$ cat config.mk
export PLATFORM = sky130hd
export DESIGN_NAME = lsu_ctrl
export DESIGN_NICKNAME = d
export VERILOG_FILES = /design/src/rtl/lsu_ctrl.sv
export SDC_FILE = /design/constraint.sdc
export NUM_CORES = 1
export LEC_CHECK = 0
export ABC_AREA = 1
export BUFFER_PORTS_ARGS = -buffer_cell sky130_fd_sc_hd__buf_2
export CORE_ASPECT_RATIO = 1.4
export CORE_MARGIN = 4
export CORE_UTILIZATION = 46
export DETAILED_ROUTE_END_ITERATION = 10
export PLACE_DENSITY = 0.75
export SLEW_MARGIN = 20
export SYNTH_ARGS = -nofsm -noshare
export SYNTH_HDL_FRONTEND = slang
export SYNTH_SLANG_ARGS = --single-unit
$ cat constraint.sdc
create_clock -name clk -period 6.4 [get_ports clk]
set_clock_uncertainty 0.1 [all_clocks]
set_input_delay 0.32 -clock clk [delete_from_list [all_inputs] [get_ports clk]]
set_output_delay 0.32 -clock clk [all_outputs]
set_load 0.02 [all_outputs]
$ cat src/rtl/lsu_ctrl.sv
// lsu_ctrl: memory-stage load/store controller between EX/MEM and data_memory
//
// Forms the effective address, checks funct3 legality, alignment and access range,
// sequences data_memory's one-cycle registered read, routes UART_ADDR traffic to the
// UART TX handshake and stalls the pipeline until the access has completed.
//
// Ports
//   clk, reset                      rising-edge clock, synchronous active-high reset
//   flush                           pipeline flush; cancels pending loads / UART bytes
//   req_valid, req_is_load/store    memory op present in EX/MEM
//   req_funct3                      RV32I width/sign selector
//   req_base, req_offset            rs1 and sign-extended immediate
//   req_wdata, req_rd               store data, load destination
//   mem_read_en, mem_write_en       one-cycle strobes to data_memory
//   load_type, store_type           funct3 forwarded to data_memory
//   ram_address, data_in            byte address and store data to data_memory
//   send_to_uart                    high while the op targets UART_ADDR
//   mem_data_out                    registered read data from data_memory
//   uart_tx_ready/valid/data        UART TX byte handshake
//   lsu_stall                       combinational hold for IF/ID/EX
//   wb_valid, wb_rd, wb_data        one-cycle load writeback
//   lsu_exc, exc_cause, exc_addr    one-cycle fault report (01 misaligned, 10 access, 11 funct3)
module lsu_ctrl #(
    parameter logic [31:0] UART_ADDR     = 32'hFFFF_0000,
    parameter int          RAM_ADDR_BITS = 12
) (
    input  logic        clk,
    input  logic        reset,
    input  logic        flush,
    input  logic        req_valid,
    input  logic        req_is_load,
    input  logic        req_is_store,
    input  logic [2:0]  req_funct3,
    input  logic [31:0] req_base,
    input  logic [31:0] req_offset,
    input  logic [31:0] req_wdata,
    input  logic [4:0]  req_rd,
    output logic        mem_read_en,
    output logic        mem_write_en,
    output logic [2:0]  load_type,
    output logic [2:0]  store_type,
    output logic [31:0] ram_address,
    output logic [31:0] data_in,
    output logic        send_to_uart,
    input  logic [31:0] mem_data_out,
    input  logic        uart_tx_ready,
    output logic        uart_tx_valid,
    output logic [7:0]  uart_tx_data,
    output logic        lsu_stall,
    output logic        wb_valid,
    output logic [4:0]  wb_rd,
    output logic [31:0] wb_data,
    output logic        lsu_exc,
    output logic [1:0]  exc_cause,
    output logic [31:0] exc_addr
);
    typedef enum logic [1:0] {IDLE, ISSUE, RESP, UART_WAIT} state_t;
    state_t state;
    logic uart_ld;
    logic [31:0] ea;
    logic is_half, is_word, illegal, misaligned, is_uart, access_fault, op;
    logic [1:0] cause;
    always_comb begin
        ea = req_base + req_offset;
        is_half = req_funct3[1:0] == 2'b01;
        is_word = req_funct3[1:0] == 2'b10;
        // loads allow 000,001,010,100,101; stores allow 000,001,010
        illegal = req_is_load ? (req_funct3[1:0] == 2'b11 || req_funct3[2:1] == 2'b11)
                              : (req_funct3[2] || req_funct3[1:0] == 2'b11);
        misaligned = (is_half && ea[0]) || (is_word && ea[1:0] != 2'b00);
        is_uart = ea == UART_ADDR;
        // only sb (transmit) and lw (status poll) are meaningful at the UART register
        access_fault = is_uart ? !((req_is_store && req_funct3 == 3'b000) ||
                                   (req_is_load && req_funct3 == 3'b010))
                               : |ea[31:RAM_ADDR_BITS];
        cause = illegal ? 2'b11 : misaligned ? 2'b01 : access_fault ? 2'b10 : 2'b00;
        op = state == IDLE && req_valid && !flush && (req_is_load || req_is_store);
        lsu_stall = state != IDLE || (op && cause == 2'b00);
    end
    always_ff @(posedge clk) begin
        if (reset) begin
            state <= IDLE;
            uart_ld <= 1'b0;
            mem_read_en <= 1'b0;
            mem_write_en <= 1'b0;
            load_type <= 3'b000;
            store_type <= 3'b000;
            ram_address <= 32'h0;
            data_in <= 32'h0;
            send_to_uart <= 1'b0;
            uart_tx_valid <= 1'b0;
            uart_tx_data <= 8'h0;
            wb_valid <= 1'b0;
            wb_rd <= 5'h0;
            wb_data <= 32'h0;
            lsu_exc <= 1'b0;
            exc_cause <= 2'b00;
            exc_addr <= 32'h0;
        end else begin
            mem_read_en <= 1'b0;
            mem_write_en <= 1'b0;
            wb_valid <= 1'b0;
            lsu_exc <= 1'b0;
            case (state)
                IDLE: if (op) begin
                    if (cause != 2'b00) begin
                        lsu_exc <= 1'b1;
                        exc_cause <= cause;
                        exc_addr <= ea;
                    end else begin
                        ram_address <= ea;
                        load_type <= req_funct3;
                        store_type <= req_funct3;
                        data_in <= req_wdata;
                        wb_rd <= req_rd;
                        uart_tx_data <= req_wdata[7:0];
                        uart_ld <= is_uart && req_is_load;
                        if (is_uart) begin
                            send_to_uart <= 1'b1;
                            uart_tx_valid <= req_is_store;
                            state <= req_is_load ? RESP : UART_WAIT;
                        end else begin
                            mem_read_en <= req_is_load;
                            mem_write_en <= req_is_store;
                            state <= ISSUE;
                        end
                    end
                end
                // the strobe issued on entry already reached memory; flush only drops the load
                ISSUE: state <= (mem_read_en && !flush) ? RESP : IDLE;
                RESP: begin
                    if (!flush) wb_data <= uart_ld ? {31'b0, uart_tx_ready} : mem_data_out;
                    wb_valid <= !flush;
                    send_to_uart <= 1'b0;
                    state <= IDLE;
                end
                UART_WAIT: if (flush || uart_tx_ready) begin
                    uart_tx_valid <= 1'b0;
                    send_to_uart <= 1'b0;
                    state <= IDLE;
                end
                default: state <= IDLE;
            endcase
        end
    end
endmodule

==> impl_metrics.yaml, run 1 <==
sta:
  slew_viol_final: 0
  tns_ns: 0
  tightestPinTransition_ns: 1.06
  fin_crit_sh_pct: 61.0
  setup_slack_ns: 2.49
  rsz0062_at_grt: "false"
  max-slew-margin-rel_pct: 29.4
  final-hold-violation-count: 0
  finalSetupViolations: 0
  fin_crit_ns: 3.91
  fmax_ghz: 0.256
critical_path:
  path_max_fanout: 64
  worst-r2r-cell-count: 6
  startpoint_type: "primary input"
  worstPathArrival_ns: 3.49
  cp-end-kind: "primary output"
  ff2ff_setup_slack_ns: 4.06
  required_ns: 5.98
  startpoint: "req_base[0]"
  r2r-end: "ram_address[21]"
  reg2reg_from: "state[0]"
  critPathKind: "primary input to primary output"
routing:
  ant_nets: 0
  drt_iter0_markers: 603
  firstDrtPassIters: 5
  avgViaCountPerCell: 4.98
  wl_per_cell_um: 14.3
  via_count: 8848
  routed_wl_um: 25500
  drc_errors: 0
hold_path:
  hold_class: "primary input to flop"
  hold_end: "data_in[30]"
  hold_path_startpoint: "req_wdata[30]"
  min_delay_path_depth: 3
clock_tree:
  numCtsBuffers: 17
  cts_tree: "built"
  cts_max_path_buffers: 2
  clk_latency_ns: 0.40
  clk_pin_slew_ns: 0.06
  postCtsHoldBufs: 0
  clock-sinks: 147
  ctsResizeCount: 0
  post_cts_buffers: 0
  htree_levels: 4
  cts-root-buf: "clkbuf_16"
placed_design:
  placedInstanceArea_um2: 9560
  pre_cts_slack_ns: 2.43
  place_congestion: 1.00
  port_buffers: 298
  dp_hpwl_um: 19800
grt:
  grt_overflow: 0
  grt.total_usage_pct: 24.9
  grt_max_degree: 70
  antenna_found_initial: 0
  grt_pass1_wl_um: 39700
  grt_pass1_vias: 8175
run_status:
  status: "finished, final reports clean"
cells_and_area:
  drive_above_1_share_pct: 23.1
  fillers: 1750
  diodes: 0
  synthToLayoutAreaGrowth_pct: 26.0
  regArea_um2: 2940
  final_area_um2: 10200
  multi_input_area_um2: 4240
  fin_nets: 1705
synth:
  ys_seq_area_share_pct: 36.5
  synth_cell_types: 36
  synthesis.nets: 1441
  avgSynthCellArea_um2: 6.37
  synth-seq-cells: 147
  synth_area_um2: 8070
  yosysWarnings: 0
  synth_cells: 1266
die:
  core_area_um2: 17300
  dieArea_um2: 19700
  die_w_um: 120
  initial_utilization_pct: 46.7
  rows: 57
  die_y_um: 165
  boundaryPins: 299
flow_run:
  maxCapViolations: 0
power:
  power.density_nw_per_um2: 240
  vdd_drop_max_mv: 0.163
  total_leakage_power_nw: 5.27
==> synthesized netlist by cell type, drive strengths merged <==
cell       n  area share (%)
a31oi      1           0.078
ha        31             4.8
a21oi    138             8.6
xor2       3            0.33
inv      147             6.8
nand3b     6            0.56
nor2     109             5.3
and2       1           0.078
or2        3            0.23
dfxtp    147              36
nand4     17             1.3
nor3      10            0.62
xnor2      8            0.87
o21bai     1           0.093
nand2    480              23
buf       34             3.0
a2111oi    1            0.11
clkinv     3            0.14
o21ai     25             1.6
and3       1           0.078
nand3     76             4.9
o22ai      1           0.078
clkbuf    22             1.0
fa         1            0.25
==> worst max path at each step <==
stage                            endpoint  cells after the start
final                           lsu_stall                     21
after global routing            lsu_stall                     21
after CTS                       lsu_stall                     21
after detailed placement  ram_address[23]                     20
after global placement           wb_rd[2]                     20
after floorplan                 lsu_stall                     16
==> layer usage <==
layer  wire, µm  global-route usage [%]
met1       9810                    27.3
met2      12900                    44.8
met3       1430                    4.42
met4       1360                    14.4
met5          0                       0
==> final cells by class <==
type                       count  area share, %
inverter                     150           5.54
sequential                   147           28.9
multi-input combinational    913           41.7
timing repair buffer         301           14.9
clock inverter                11           1.50
tap                          236           2.90
clock buffer                  20           4.49
==> cell families (layout without fill, tap and decap cells) <==
kind of cell,after synthesis,in the layout,synth area share (%)
adder cells (fa/ha/maj),32,32,5.06
flip-flops,147,147,36.5
XOR/XNOR,11,11,1.19
AND/OR/NAND/NOR,703,703,35.7
buffers and inverters,206,482,11.0
AO/OA/AOI/OAI,167,167,10.5
==> power breakdown <==
| part | switching (mW) | total (mW) | internal (mW) |
|---|---|---|---|
| sequential | 0.0128 | 0.951 | 0.938 |
| clock | 0.382 | 1.02 | 0.635 |
| combinational | 0.314 | 0.472 | 0.158 |
| total | 0.709 | 2.44 | 1.73 |
==> placed cells by master (no fill, tap or decap), types with 5 or more instances in the layout <==
| master | Yosys | final |
|---|---|---|
| nand3b_1 | 6 | 6 |
| o21ai_0 | 25 | 25 |
| buf_2 | 11 | 297 |
| nand2_1 | 473 | 473 |
| ha_1 | 31 | 31 |
| clkbuf_16 | 0 | 17 |
| nor3_1 | 10 | 9 |
| inv_2 | 6 | 6 |
| xnor2_1 | 8 | 8 |
| inv_1 | 141 | 141 |
| nor2_1 | 103 | 103 |
| a21oi_1 | 137 | 137 |
| nand2_2 | 6 | 6 |
| dfxtp_1 | 147 | 147 |
| nand3_1 | 73 | 73 |
| nor2_2 | 5 | 5 |
| nand4_1 | 17 | 17 |
==> sequential cells by signal, indices dropped and copies added, names as in the netlist <==
name,count
mem_write_en,1
exc_addr,32
uart_tx_valid,1
lsu_exc,1
wb_rd,5
wb_data,32
mem_read_en,1
uart_ld,1
data_in,32
store_type,3
wb_valid,1
send_to_uart,1
state,2
ram_address,32
exc_cause,2
==> per-stage QoR <==
stage,hold slack (ns),utilization [%],total power [mW],cells
global placement,0.324,55.4,1.43,1747
finish,0.0546,58.9,2.44,1778
CTS,0.0393,58.9,2.46,1778
floorplan,0.355,-,1.28,1266
global route,0.0416,58.9,2.56,1778
detailed placement,0.325,55.4,1.44,1747
==> worst max-delay path, cell delays in order <==
cell	delay [ns]
buf_2	0.10
ha_1	0.25
fa_1	0.45
nand2_1	0.09
nand3_1	0.07
nand3_1	0.09
nand2_2	0.08
nand2_1	0.10
nand2_1	0.10
nand2_1	0.13
nand2_1	0.09
nand2_1	0.06
nand2_1	0.12
nand3_1	0.13
nor2_1	0.07
nand4_1	0.09
nand2_2	0.08
nand3_2	0.07
buf_4	0.54
nand2_2	0.20
buf_2	0.22
No activity file was read; power rests on OpenSTA's default activity.
==> run 2: changes to the inputs <==
Settings changed: CORE_UTILIZATION 46 to 45, PLACE_DENSITY 0.75 to 0.77.
Clock period 6.4 ns to 3.2 ns, I/O delays scaled along.
==> run 2 against run 1 <==
- clock power increased by 97%
- sequential share of layout area decreased by 2.9 points
- worst setup slack got worse by 2.3 ns
- non-clock buffer count increased by 103
- first-iteration DRC count decreased by 9.5%
- combinational power increased by 130%
- critical endpoint unchanged
- largest cell class unchanged
- highest routed layer unchanged
==> impl_metrics.yaml, run 2 (synthesis results as in run 1) <==
run_status:
  status: "finished, final reports clean"
power:
  pwr-share-clk_pct: 40.2
  power.internal_mw: 3.54
  seqPwrFrac_pct: 38.0
  total_leakage_power_nw: 5.75
  vdd_drop_max_mv: 0.308
  pwr-share-comb_pct: 21.9
  netSwitchingPower_mw: 1.47
  switching_share_pct: 29.4
  power.density_nw_per_um2: 443
critical_path:
  path_max_fanout: 16
  worstPathArrival_ns: 2.72
  cp-end-kind: "primary output"
  ff2ff_setup_slack_ns: 1.13
  required_ns: 2.94
  startpoint_type: "primary input"
  critPathKind: "primary input to primary output"
  r2r-end: "wb_data[13]"
  reg2reg_from: "state[1]"
  worst-r2r-cell-count: 6
routing:
  avgViaCountPerCell: 5.04
  drc_errors: 0
  via_count: 9490
  wl_per_cell_um: 14.7
  firstDrtPassIters: 7
  routed_wl_um: 27700
  drt_iter0_markers: 546
  ant_nets: 0
sta:
  slew_viol_final: 0
  fin_crit_sh_pct: 93.0
  fin_crit_ns: 2.98
  finalSetupViolations: 0
  fmax_ghz: 0.336
  tightestPinTransition_ns: 0.968
  max-slew-margin-rel_pct: 35.4
  final-hold-violation-count: 0
  setup_slack_ns: 0.223
  rsz0062_at_grt: "false"
die:
  initial_utilization_pct: 46.2
  dieArea_um2: 20200
  core_area_um2: 17500
  die_y_um: 166
  die_w_um: 121
  rows: 57
  boundaryPins: 299
clock_tree:
  cts-root-buf: "clkbuf_16"
  numCtsBuffers: 17
  htree_levels: 4
  clk_pin_slew_ns: 0.06
  cts_max_path_buffers: 2
  clock-sinks: 147
  clk_latency_ns: 0.40
  cts_tree: "built"
hold_path:
  min_delay_path_depth: 4
  hold_end: "state[1]"
  hold_class: "primary input to flop"
  hold_path_startpoint: "uart_tx_ready"
grt:
  grt.total_usage_pct: 26.3
  grt_overflow: 0
  grt_pass1_vias: 9103
  grt_max_degree: 69
  antenna_found_initial: 0
  grt_pass1_wl_um: 43200
flow_run:
  maxCapViolations: 0
cells_and_area:
  instances_no_fill: 1882
  final_util_pct: 64.8
  final_common_cell: "nand2_1"
  diodes: 0
  drive_above_1_share_pct: 25.0
  synthToLayoutAreaGrowth_pct: 40.3
  layout_common_cells: "465 x nand2_1, 296 x buf_2, 147 x dfxtp_1"
  fin_nets: 1808
placed_design:
  dp_hpwl_um: 20300
  dpl.cell_count: 1773
  place_congestion: 0.952
  pre_cts_slack_ns: -0.0713
  port_buffers: 298
-- run 2: worst max-delay path, stage by stage --
cell	delay, ns
buf_2	0.10
ha_1	0.23
fa_2	0.40
nand2_1	0.08
nand3_1	0.08
nand3_1	0.11
nand2_2	0.11
nand2_2	0.09
nand2_1	0.08
nand2_2	0.08
nand3_1	0.08
nand2_1	0.14
nand3_2	0.12
nor2_2	0.13
nand4_1	0.11
nand2_2	0.14
nand3_4	0.10
buf_12	0.17
nand2_4	0.08
buf_6	0.12
-- run 2: final cells by class --
cell class	instances	area [µm²]
well taps	236	295
inverters	150	563
clock buffers	18	429
flip-flops and latches	147	2940
multi-input cells	913	4350
fillers	1539	6160
clock inverters	14	176
repair buffers	404	2560
-- run 2: how the worst max path moves through the flow --
stage / startpoint / end / slack, ns / cells past startpoint
after global placement: req_base[0] / ram_address[24] / -0.05 / 20
after CTS: req_base[0] / lsu_stall / 0.02 / 20
after detailed placement: req_base[0] / ram_address[24] / -0.07 / 20
after global routing: req_base[7] / lsu_stall / 0.03 / 20
final: req_base[0] / lsu_stall / 0.22 / 20
after floorplan: req_base[0] / uart_tx_valid / 0.53 / 19
-- run 2: timing repair --
item                                    in CTS  in global routing
endpoints found under the hold margin       75                  0
buffers inserted                             0                  1
hold buffers                                75                  0
gates resized for setup                      1                 36
gates cloned                                 0                  1
endpoints found under the setup margin       1                  4
pin swaps                                    0                  5
-- run 2: per-layer routing --
metal / global-route usage (%) / part of all wire (%) / vias to the layer above / wire [µm]
li1: - / - / 4713 / -
met1: 26.9 / 36 / 4329 / 9970
met2: 49.3 / 52 / 350 / 14500
met3: 4.43 / 5.8 / 98 / 1610
met4: 15.1 / 5.7 / 0 / 1590
met5: 0 / 0 / - / 0
-- run 2: power by group through the flow --
stage	clock (mW)	combinational (mW)	sequential (mW)
final	2.01	1.10	1.90
after global routing	2.13	1.22	1.91
after CTS	2.05	1.06	1.90
after detailed placement	0	0.983	1.94
after global placement	0	0.972	1.94
after floorplan	0	0.574	1.99
-- run 2: per-stage QoR --
| step | cell area [µm²] | hold WS (ns) | TNS, ns | total power [mW] |
|---|---|---|---|---|
| 4_1_cts | 11200 | 0.0246 | 0 | 5.01 |
| 3_5_place_dp | 9800 | 0.316 | -0.225 | 2.92 |
| 2_1_floorplan | 8070 | 0.195 | 0 | 2.57 |
| 6_report | 11300 | 0.0394 | 0 | 5.01 |
| 3_3_place_gp | 9800 | 0.308 | -0.145 | 2.91 |
| 5_1_grt | 11300 | 0.0688 | 0 | 5.25 |
==> run 3: changes to the inputs <==
Clock period 3.2 ns to 2.7 ns, I/O delays scaled along.
==> run 3 against run 2 <==
- the run now ends with setup timing left
- global-route usage up 1.4 points
- register-to-register slack lost 0.60 ns
- sequential power rose by 18%
- hold slack gained 0.019 ns
- sequential share of layout area down 3.4 points
- flip-flop and latch count stayed put
- highest routed layer unchanged
==> impl_metrics.yaml, run 3 (synthesis results as in run 1) <==
sta:
  max-slew-margin-rel_pct: 34.9
  tightestPinTransition_ns: 0.975
  tns_ns: -0.175
  slew_viol_final: 0
  fin_crit_sh_pct: 103
  rsz0062_at_grt: "true"
  finalSetupViolations: 8
  setup_slack_ns: -0.0885
  fin_crit_ns: 2.79
  final-hold-violation-count: 0
  fmax_ghz: 0.359
power:
  pwr-share-clk_pct: 35.5
  power.internal_mw: 4.43
  pwr-share-comb_pct: 29.1
  power.density_nw_per_um2: 491
  switching_share_pct: 30.5
  vdd_drop_max_mv: 0.433
  seqPwrFrac_pct: 35.4
  netSwitchingPower_mw: 1.95
  total_leakage_power_nw: 6.44
flow_run:
  maxCapViolations: 0
routing:
  firstDrtPassIters: 5
  wl_per_cell_um: 16.4
  drt_iter0_markers: 831
  routed_wl_um: 32600
  drc_errors: 0
  ant_nets: 0
  via_count: 10400
  avgViaCountPerCell: 5.22
cells_and_area:
  final_area_um2: 13000
  final_common_cell: "nand2_1"
  drive_above_1_share_pct: 37.5
  diodes: 0
  instances_no_fill: 1985
  fin_nets: 1912
  regArea_um2: 2940
  final_util_pct: 74.4
  multi_input_area_um2: 5120
  synthToLayoutAreaGrowth_pct: 61.1
  layout_common_cells: "402 x nand2_1, 292 x buf_2, 147 x dfxtp_1"
  fillers: 1235
grt:
  grt_overflow: 0
  grt_pass1_wl_um: 45300
  grt_pass1_vias: 9460
  antenna_found_initial: 0
  grt.total_usage_pct: 27.7
  grt_max_degree: 77
critical_path:
  worstPathArrival_ns: 2.55
  cp-end-kind: "primary output"
  critPathKind: "primary input to primary output"
  cpLargestDelayFamily: "simple AND/OR/NAND/NOR gates"
  crit_chain: "buf_2 -> ha_4 -> nand2_1 -> inv_1 -> nand2_2 -> nand2_1 -> nand2_1 -> nand3_4 -> xnor2_2 -> nand2_1 -> nor2_2 -> nand3_2 -> nor2_4 -> nand4_1 -> nand2_4 -> nand3_4 -> buf_12 -> nand2_8 -> buf_6"
  crit_top_cell: "nand2_1"
  required_ns: 2.47
  critPathMaxStageDelay_ns: 0.26
  startpoint_type: "primary input"
  cpMaxStageDelayCell: "ha_4"
  crit_buf_inv: 4
  path_max_fanout: 4
hold_path:
  hold_class: "primary input to flop"
die:
  dieArea_um2: 20200
  die_y_um: 166
  initial_utilization_pct: 46.2
  die_w_um: 121
  core_area_um2: 17500
  boundaryPins: 299
  rows: 57
clock_tree:
  cts_tree: "built"
  htree_levels: 4
  clk_latency_ns: 0.40
  cts_max_path_buffers: 2
  numCtsBuffers: 17
  cts-root-buf: "clkbuf_16"
  clock-sinks: 147
  clk_pin_slew_ns: 0.06
placed_design:
  placedInstanceArea_um2: 10500
  dpl.cell_count: 1857
  port_buffers: 298
  dp_hpwl_um: 20800
  place_congestion: 0.955
run_status:
  violations: "setup timing"
  status: "complete, but fails checks"
==> run 3: changes by cell type in the layout (fill, tap and decap cells not counted), moves of 10 or more <==
| cell | delta |
|---|---|
| a21oi_2 | +10 |
| nor2_2 | +17 |
| buf_4 | +95 |
| ha_1 | -20 |
| a21oi_1 | -10 |
| nand2_2 | +53 |
| nand2_1 | -63 |
| ha_4 | +25 |
| nand3_2 | +10 |
| nor2_1 | -25 |
| nand3_1 | -12 |
==> run 3: tightest hold or removal path: cells and delay by family <==
kind | cells | cell delay [ns]
AO/OA/AOI/OAI | 1 | 0.11
AND/OR/NAND/NOR | 2 | 0.13
buffers and inverters | 1 | 0.13
==> run 3: per-layer routing <==
| metal | up-vias | GRT usage, % | part of all wire, % | routed length (µm) |
|---|---|---|---|---|
| met5 | - | 0 | 0 | 0 |
| met4 | 0 | 16.6 | 6.8 | 2210 |
| met3 | 157 | 5.42 | 6.6 | 2150 |
| met2 | 520 | 51.8 | 53 | 17200 |
| met1 | 4778 | 27.8 | 34 | 11100 |
| li1 | 4908 | - | - | - |
==> run 3: power groups by stage <==
stage	logic, mW	registers, mW	clock network (mW)
final	1.86	2.25	2.27
after global routing	2.00	2.26	2.39
after CTS	1.53	2.25	2.29
after detailed placement	1.39	2.30	0
after global placement	1.37	2.30	0
after floorplan	0.681	2.36	0
==> run 3: stage by stage <==
stage	worst slack (ns)	hold WS, ns	power, mW
4_1_cts	-0.0582	0.0245	6.08
3_3_place_gp	-0.454	0.281	3.67
5_1_grt	-0.233	0.0884	6.65
3_5_place_dp	-0.545	0.288	3.69
6_report	-0.0885	0.0585	6.38
2_1_floorplan	0.0504	0.170	3.04
==> run 3: final timing paths <==
kind,startpoint,end,slack [ns],depth (start not counted)
min,flush,state[1],0.06,4
max reg2reg,state[0],wb_rd[2],0.53,7
min reg2reg,ram_address[13],ram_address[13],0.33,2
max,req_base[5],lsu_stall,-0.09,19
==> run 3: area by class of cell <==
class	instances	area share, %
clock inverters	12	1.03
inverters	150	4.43
repair buffers	508	26.9
multi-input cells	913	39.4
clock buffers	19	3.33
well taps	236	2.27
flip-flops and latches	147	22.6
==> run 3: timing repair <==
action | in CTS | in global routing
hold buffers | 76 | 0
buffers inserted | 5 | 11
hold endpoints to repair | 76 | 0
setup endpoints to repair | 104 | 114
pin swaps | 8 | 70
gates cloned | 1 | 4
gates resized for setup | 38 | 190
